### src/rtl/naive_cpu_if.sv
// naive_cpu_if: instruction ROM bus between the core (master) and the ROM (slave).
interface naive_cpu_if;
    logic [15:0] rom_addr_o;
    logic        rom_ce_o;
    logic [15:0] rom_data_i;
    modport master (output rom_addr_o, rom_ce_o, input rom_data_i);
    modport slave  (input rom_addr_o, rom_ce_o, output rom_data_i);
endinterface

### src/rtl/naive_cpu.sv
// naive_cpu: 5-stage in-order 16-bit core (IF ID EX MEM WB) fetching from an external ROM,
// with operand forwarding into ID and a combinational observer port.
module naive_cpu (
    input  logic        clk,
    input  logic        rst,
    naive_cpu_if.master bus,
    input  logic [3:0]  ob_sel,
    input  logic [2:0]  ob_mode,
    output logic [15:0] ob_data_o
);
    localparam logic [15:0] NOP = 16'h0000;
    typedef enum logic [1:0] {ALU_OR, ALU_AND, ALU_XOR, ALU_ADD} alu_t;

    logic [15:0] pc;
    logic        ce;
    logic [15:0] if_id;
    logic        id_we;
    alu_t        id_op;
    logic [15:0] id_a, id_b;
    logic        ie_we;
    logic [3:0]  ie_rd;
    alu_t        ie_op;
    logic [15:0] ie_a, ie_b;
    logic [15:0] ex_res;
    logic        em_we;
    logic [3:0]  em_rd;
    logic [15:0] em_res;
    logic        mw_we;
    logic [3:0]  mw_rd;
    logic [15:0] mw_data;
    logic [15:0] regs [16];
    logic [3:0]  rsel [2];
    logic [15:0] rval [2];

    assign bus.rom_addr_o = pc;
    assign bus.rom_ce_o   = ce;
    assign rsel[0] = if_id[9:6];
    assign rsel[1] = if_id[5:2];

    // Youngest producer wins; the MEM/WB term doubles as the write-through regfile bypass.
    for (genvar i = 0; i < 2; i++) begin : g_rd
        assign rval[i] = rsel[i] == 4'd0                ? 16'd0 :
                         ie_we && ie_rd == rsel[i]      ? ex_res :
                         em_we && em_rd == rsel[i]      ? em_res :
                         mw_we && mw_rd == rsel[i]      ? mw_data :
                         regs[rsel[i]];
    end

    always_comb begin
        id_we = 1'b1;
        id_op = ALU_OR;
        id_a  = rval[0];
        id_b  = {10'd0, if_id[5:0]};
        case (if_id[15:10])
            6'b000000: begin
                id_op = alu_t'(if_id[1:0]);
                id_b  = rval[1];
            end
            6'b001101: id_op = ALU_OR;
            6'b001100: id_op = ALU_AND;
            6'b001110: id_op = ALU_XOR;
            6'b001000: id_op = ALU_ADD;
            6'b001111: begin
                id_a = 16'd0;
                id_b = {if_id[5:0], 10'd0};
            end
            default:   id_we = 1'b0;
        endcase
        id_we = id_we && if_id[9:6] != 4'd0;
    end

    always_comb
        ex_res = ie_op == ALU_OR  ? ie_a | ie_b :
                 ie_op == ALU_AND ? ie_a & ie_b :
                 ie_op == ALU_XOR ? ie_a ^ ie_b : ie_a + ie_b;

    always_ff @(posedge clk or negedge rst) begin
        if (!rst) begin
            pc      <= 16'd0;
            ce      <= 1'b0;
            if_id   <= NOP;
            ie_we   <= 1'b0;
            ie_rd   <= 4'd0;
            ie_op   <= ALU_OR;
            ie_a    <= 16'd0;
            ie_b    <= 16'd0;
            em_we   <= 1'b0;
            em_rd   <= 4'd0;
            em_res  <= 16'd0;
            mw_we   <= 1'b0;
            mw_rd   <= 4'd0;
            mw_data <= 16'd0;
            regs    <= '{default: 16'd0};
        end else begin
            ce      <= 1'b1;
            pc      <= ce ? pc + 16'd1 : 16'd0;
            if_id   <= ce ? bus.rom_data_i : NOP;
            ie_we   <= id_we;
            ie_rd   <= if_id[9:6];
            ie_op   <= id_op;
            ie_a    <= id_a;
            ie_b    <= id_b;
            em_we   <= ie_we;
            em_rd   <= ie_rd;
            em_res  <= ex_res;
            mw_we   <= em_we;
            mw_rd   <= em_rd;
            mw_data <= em_res;
            if (mw_we) regs[mw_rd] <= mw_data;
        end
    end

    assign ob_data_o = ob_mode == 3'd0 ? (ob_sel == 4'd0 ? 16'd0 : regs[ob_sel]) :
                       ob_mode == 3'd1 ? pc :
                       ob_mode == 3'd2 ? if_id :
                       ob_mode == 3'd3 ? em_res :
                       ob_mode == 3'd4 ? mw_data : 16'd0;
endmodule

### src/flat_wrapper.sv
// flat-port wrapper written by rule: the top's interface ports become plain ports
module naive_cpu_flat 
  (clk, rst, ob_sel, ob_mode, ob_data_o, bus_rom_addr_o, bus_rom_ce_o, bus_rom_data_i);
  naive_cpu_if bus_i ();
  input  logic clk;
  input  logic rst;
  input  logic [3:0] ob_sel;
  input  logic [2:0] ob_mode;
  output logic [15:0] ob_data_o;
  output wire logic [$bits(bus_i.rom_addr_o)-1:0] bus_rom_addr_o;
  output wire logic [$bits(bus_i.rom_ce_o)-1:0] bus_rom_ce_o;
  input wire logic [$bits(bus_i.rom_data_i)-1:0] bus_rom_data_i;
  assign bus_rom_addr_o = bus_i.rom_addr_o;
  assign bus_rom_ce_o = bus_i.rom_ce_o;
  assign bus_i.rom_data_i = bus_rom_data_i;
  naive_cpu u_core (.clk(clk), .rst(rst), .bus(bus_i), .ob_sel(ob_sel), .ob_mode(ob_mode), .ob_data_o(ob_data_o));
endmodule
### config.mk
export PLATFORM = sky130hd
export DESIGN_NAME = naive_cpu_flat
export DESIGN_NICKNAME = d
export VERILOG_FILES = /design/src/rtl/naive_cpu_if.sv /design/src/rtl/naive_cpu.sv /design/src/flat_wrapper.sv
export SDC_FILE = /design/constraint.sdc
export NUM_CORES = 1
export LEC_CHECK = 0
export CORE_UTILIZATION = 40
export DETAILED_ROUTE_END_ITERATION = 10
export HOLD_SLACK_MARGIN = 0.15
export PLACE_DENSITY_LB_ADDON = 0.2
export SYNTH_ARGS = -nofsm -noshare
export SYNTH_HDL_FRONTEND = slang
export SYNTH_SLANG_ARGS = --single-unit
export TNS_END_PERCENT = 1
### constraint.sdc
create_clock -name clk -period 2.48 [get_ports clk]
set_input_delay 0.496 -clock clk [delete_from_list [all_inputs] [get_ports clk]]
set_output_delay 0.496 -clock clk [all_outputs]
set_load 0.05 [all_outputs]
==> results_dict.tcl <==
set metrics [dict create \
    path_max_fanout 4 \
    synthCells 1730 \
    critPathKind "reg -> out" \
    grt_pass1_wl_um 108000 \
    root_buffer "clkbuf_16" \
    synth_area_leaders "dfrtp_1 (41%), mux4_2 (20%), mux2_2 (14%)" \
    worstMarginPinSlew_ns 0.758 \
    syn_to_final_growth_pct 23.9 \
    synth_ff_type "dfrtp_1" \
    ant_nets 0 \
    clockPowerShare 0.351 \
    synth-seq-cells 370 \
    ys_async_sr_fraction 1.00 \
    antenna_found_initial 0 \
    htree_levels 2 \
    n_antenna_cell 0 \
    core_area_um2 55400 \
    violations "setup timing" \
    power.switching_mw 5.23 \
    cp-end-kind "output pin" \
    yosysTopAreaCell "dfrtp_1" \
    portBuffers 57 \
    rr_endpoint "u_core.ie_b[14]" \
    post-route-period-util 1.13 \
    post-dp-hpwl_um 50300 \
    maxCapViolations 0 \
    fin_area_um2 28000 \
    seq_area_frac_synth 0.410 \
    firstDrtPassIters 5 \
    dieHeight_um 240 \
    timing.fmax_mhz 356 \
    wl_per_cell_um 26.4 \
    synth_nets 1789 \
    clockBufferDepth 3 \
    grt_max_degree 67 \
    setup_viol 25 \
    overflow 0 \
    ir_drop_v 0.000447 \
    synth_top_cells_by_count "dfrtp_1 (370), mux2_2 (275), mux4_2 (204)" \
    p_per_area_nw_per_um2 628 \
    synth.avg_cell_area_um2 13.1 \
    hold_viol 0 \
    clk_latency_ns 0.58 \
    dr.first_iter.drc_count 1357 \
    p_int_mw 12.4 \
    finalClockSkew_ns 0.0228 \
    ff2ff_path_depth 7 \
    cts-buffers-inserted 43 \
    detailed_place.area_um2 26000 \
    post-route-util 0.505 \
    leakage_nw 12.2 \
    grt_pass1_vias 16600 \
    power_frac_comb 0.239 \
    status "complete, but fails checks" \
    core.rowCount 86 \
    synth.distinct_cells 65 \
    synth_edf_count 0 \
    gp_congestion 0.912 \
    initial_utilization 0.408 \
    rsz0062_at_grt "yes" \
    report.final.slew_viol_count 0 \
    r2r_slack_ns -0.14 \
    post-synth-top-count-cell "dfrtp_1" \
    fin_total_pwr_mw 17.6 \
    drc 0 \
    yosys_warnings 0 \
    clkTransAtPathRegs_ns 0.06 \
    crit_path_end "ob_data_o[13]" \
    critPathLaunch "u_core.regs[45]" \
    cts_tree "yes" \
    seqPwrFrac 0.410 \
    layout_min_cycle_time_ns 2.81 \
    nets 1973 \
    power_switching_share 0.297 \
    required_ns 1.98 \
    dieArea_um2 57400 \
    crit_arrival_ns 2.31 \
    synth_top_area_frac 0.410 \
    slew_headroom 0.493 \
    grt_usage 0.253 \
    finalWorstSetupSlack_ns -0.329 \
    wl_um 71000 \
    cts.sinks 370 \
    fillers 4762 \
    setup.worst_path.start_class "flip-flop" \
    io_pins 58 \
    hold_path_class "reg -> reg" \
    timing.setup.tns_ns -4.83 \
    syn_area_um2 22600 \
    layout-drive-gt1-share 0.477 \
    vias 16300 \
    r2r_start "u_core.if_id[2]" \
    vias_per_cell 6.05 \
    die_w_um 240 \
]
==> per-layer routing <==
layer,up-vias,global-route usage,wire [um]
met5,-,0,0
li1,6963,-,-
met1,8585,0.348,30600
met4,0,0.108,3120
met3,157,0.0335,3710
met2,562,0.402,33600
==> placed cells by master, fill, tap and decap left out, types with 11 or more instances in the layout <==
cell type	n
dfrtp_1	363
mux2_2	266
mux4_2	204
buf_4	195
a21oi_1	68
buf_12	57
inv_1	54
mux2i_1	51
nor2_1	49
clkbuf_16	43
nand2_1	39
ha_1	33
and2_1	32
clkdlybuf4s50_1	29
o21ai_0	26
xor2_1	24
a22oi_1	21
xnor2_1	20
nor2b_1	19
a21oi_2	18
nand3_1	16
a211oi_1	16
o22a_1	16
o22ai_4	16
a211oi_2	15
o211ai_1	14
clkbuf_1	12
a21o_1	11
nor2_2	11
buf_6	11
==> how the worst min path moves through the flow <==
stage | start | endpoint | slack [ns] | cells after the start
CTS | u_core.em_res[15] | u_core.mw_data[15] | 0.42 | 0
finish | u_core.ie_we | u_core.em_we | 0.43 | 0
global placement | u_core.em_res[15] | u_core.mw_data[15] | 0.41 | 0
global route | u_core.ie_we | u_core.em_we | 0.44 | 0
floorplan | rst | u_core.bus.rom_addr_o[0] | 0.20 | 0
detailed placement | u_core.em_res[15] | u_core.mw_data[15] | 0.42 | 0
==> what timing repair did <==
item / 4_1_cts / 5_1_grt
hold buffers: 1 / 0
buffers inserted: 12 / 2
hold endpoints to repair: 52 / 0
pin swaps: 20 / 7
endpoints found under the setup margin: 47 / 52
resized for setup: 77 / 49
==> cell type report <==
cell class                      count  area [um^2]  share of cell area
Clock buffer                       61         1200              0.0430
Clock inverter                     11          118             0.00420
Inverter                           55          206             0.00738
Multi-Input combinational cell   1138        13100               0.468
Sequential cell                   370         9280               0.332
Tap cell                          748          936              0.0334
Timing Repair Buffer              306         3160               0.113
==> registers in the layout, indices dropped and copies added (netlist names), 2 cells and up <==
signal / cells
u_core.bus.rom_addr_o: 16
u_core.em_rd: 4
u_core.em_res: 16
u_core.ie_a: 16
u_core.ie_b: 16
u_core.ie_op: 2
u_core.ie_rd: 4
u_core.if_id: 16
u_core.mw_data: 16
u_core.mw_rd: 4
u_core.regs: 256
==> power by group through the flow <==
stage / sequential (mW) / combinational, mW / clock [mW]
finish: 7.21 / 4.21 / 6.16
global route: 7.29 / 4.48 / 6.48
detailed placement: 7.29 / 3.97 / 0
CTS: 7.19 / 4.11 / 6.29
floorplan: 7.07 / 2.60 / 0
global placement: 7.27 / 3.91 / 0
==> cell families after synthesis <==
family | share of synthesized area
other | 0.000166
DFF | 0.410
adders and majority gates | 0.0192
muxes | 0.379
xor gates and xnor gates | 0.0174
buffers and inverters | 0.0432
and+or+nand+nor | 0.0514
AOI/OAI and AO/OA | 0.0802
==> critical path, stage by stage (launching register included) <==
cell,delay (ns)
dfrtp_1,0.41
mux4_2,0.49
mux2_4,0.30
a21oi_4,0.16
buf_6,0.14
o22ai_4,0.08
buf_12,0.15
==> stage by stage <==
stage | hold slack [ns] | setup WS [ns] | std cells
after CTS | 0.423 | -0.340 | 2687
final | 0.427 | -0.329 | 2689
after floorplan | 0.200 | -0.00179 | 1730
after global placement | 0.408 | -0.534 | 2602
after detailed placement | 0.416 | -0.531 | 2602
after global routing | 0.443 | -0.384 | 2689
Power figures use the tool's default switching activity.
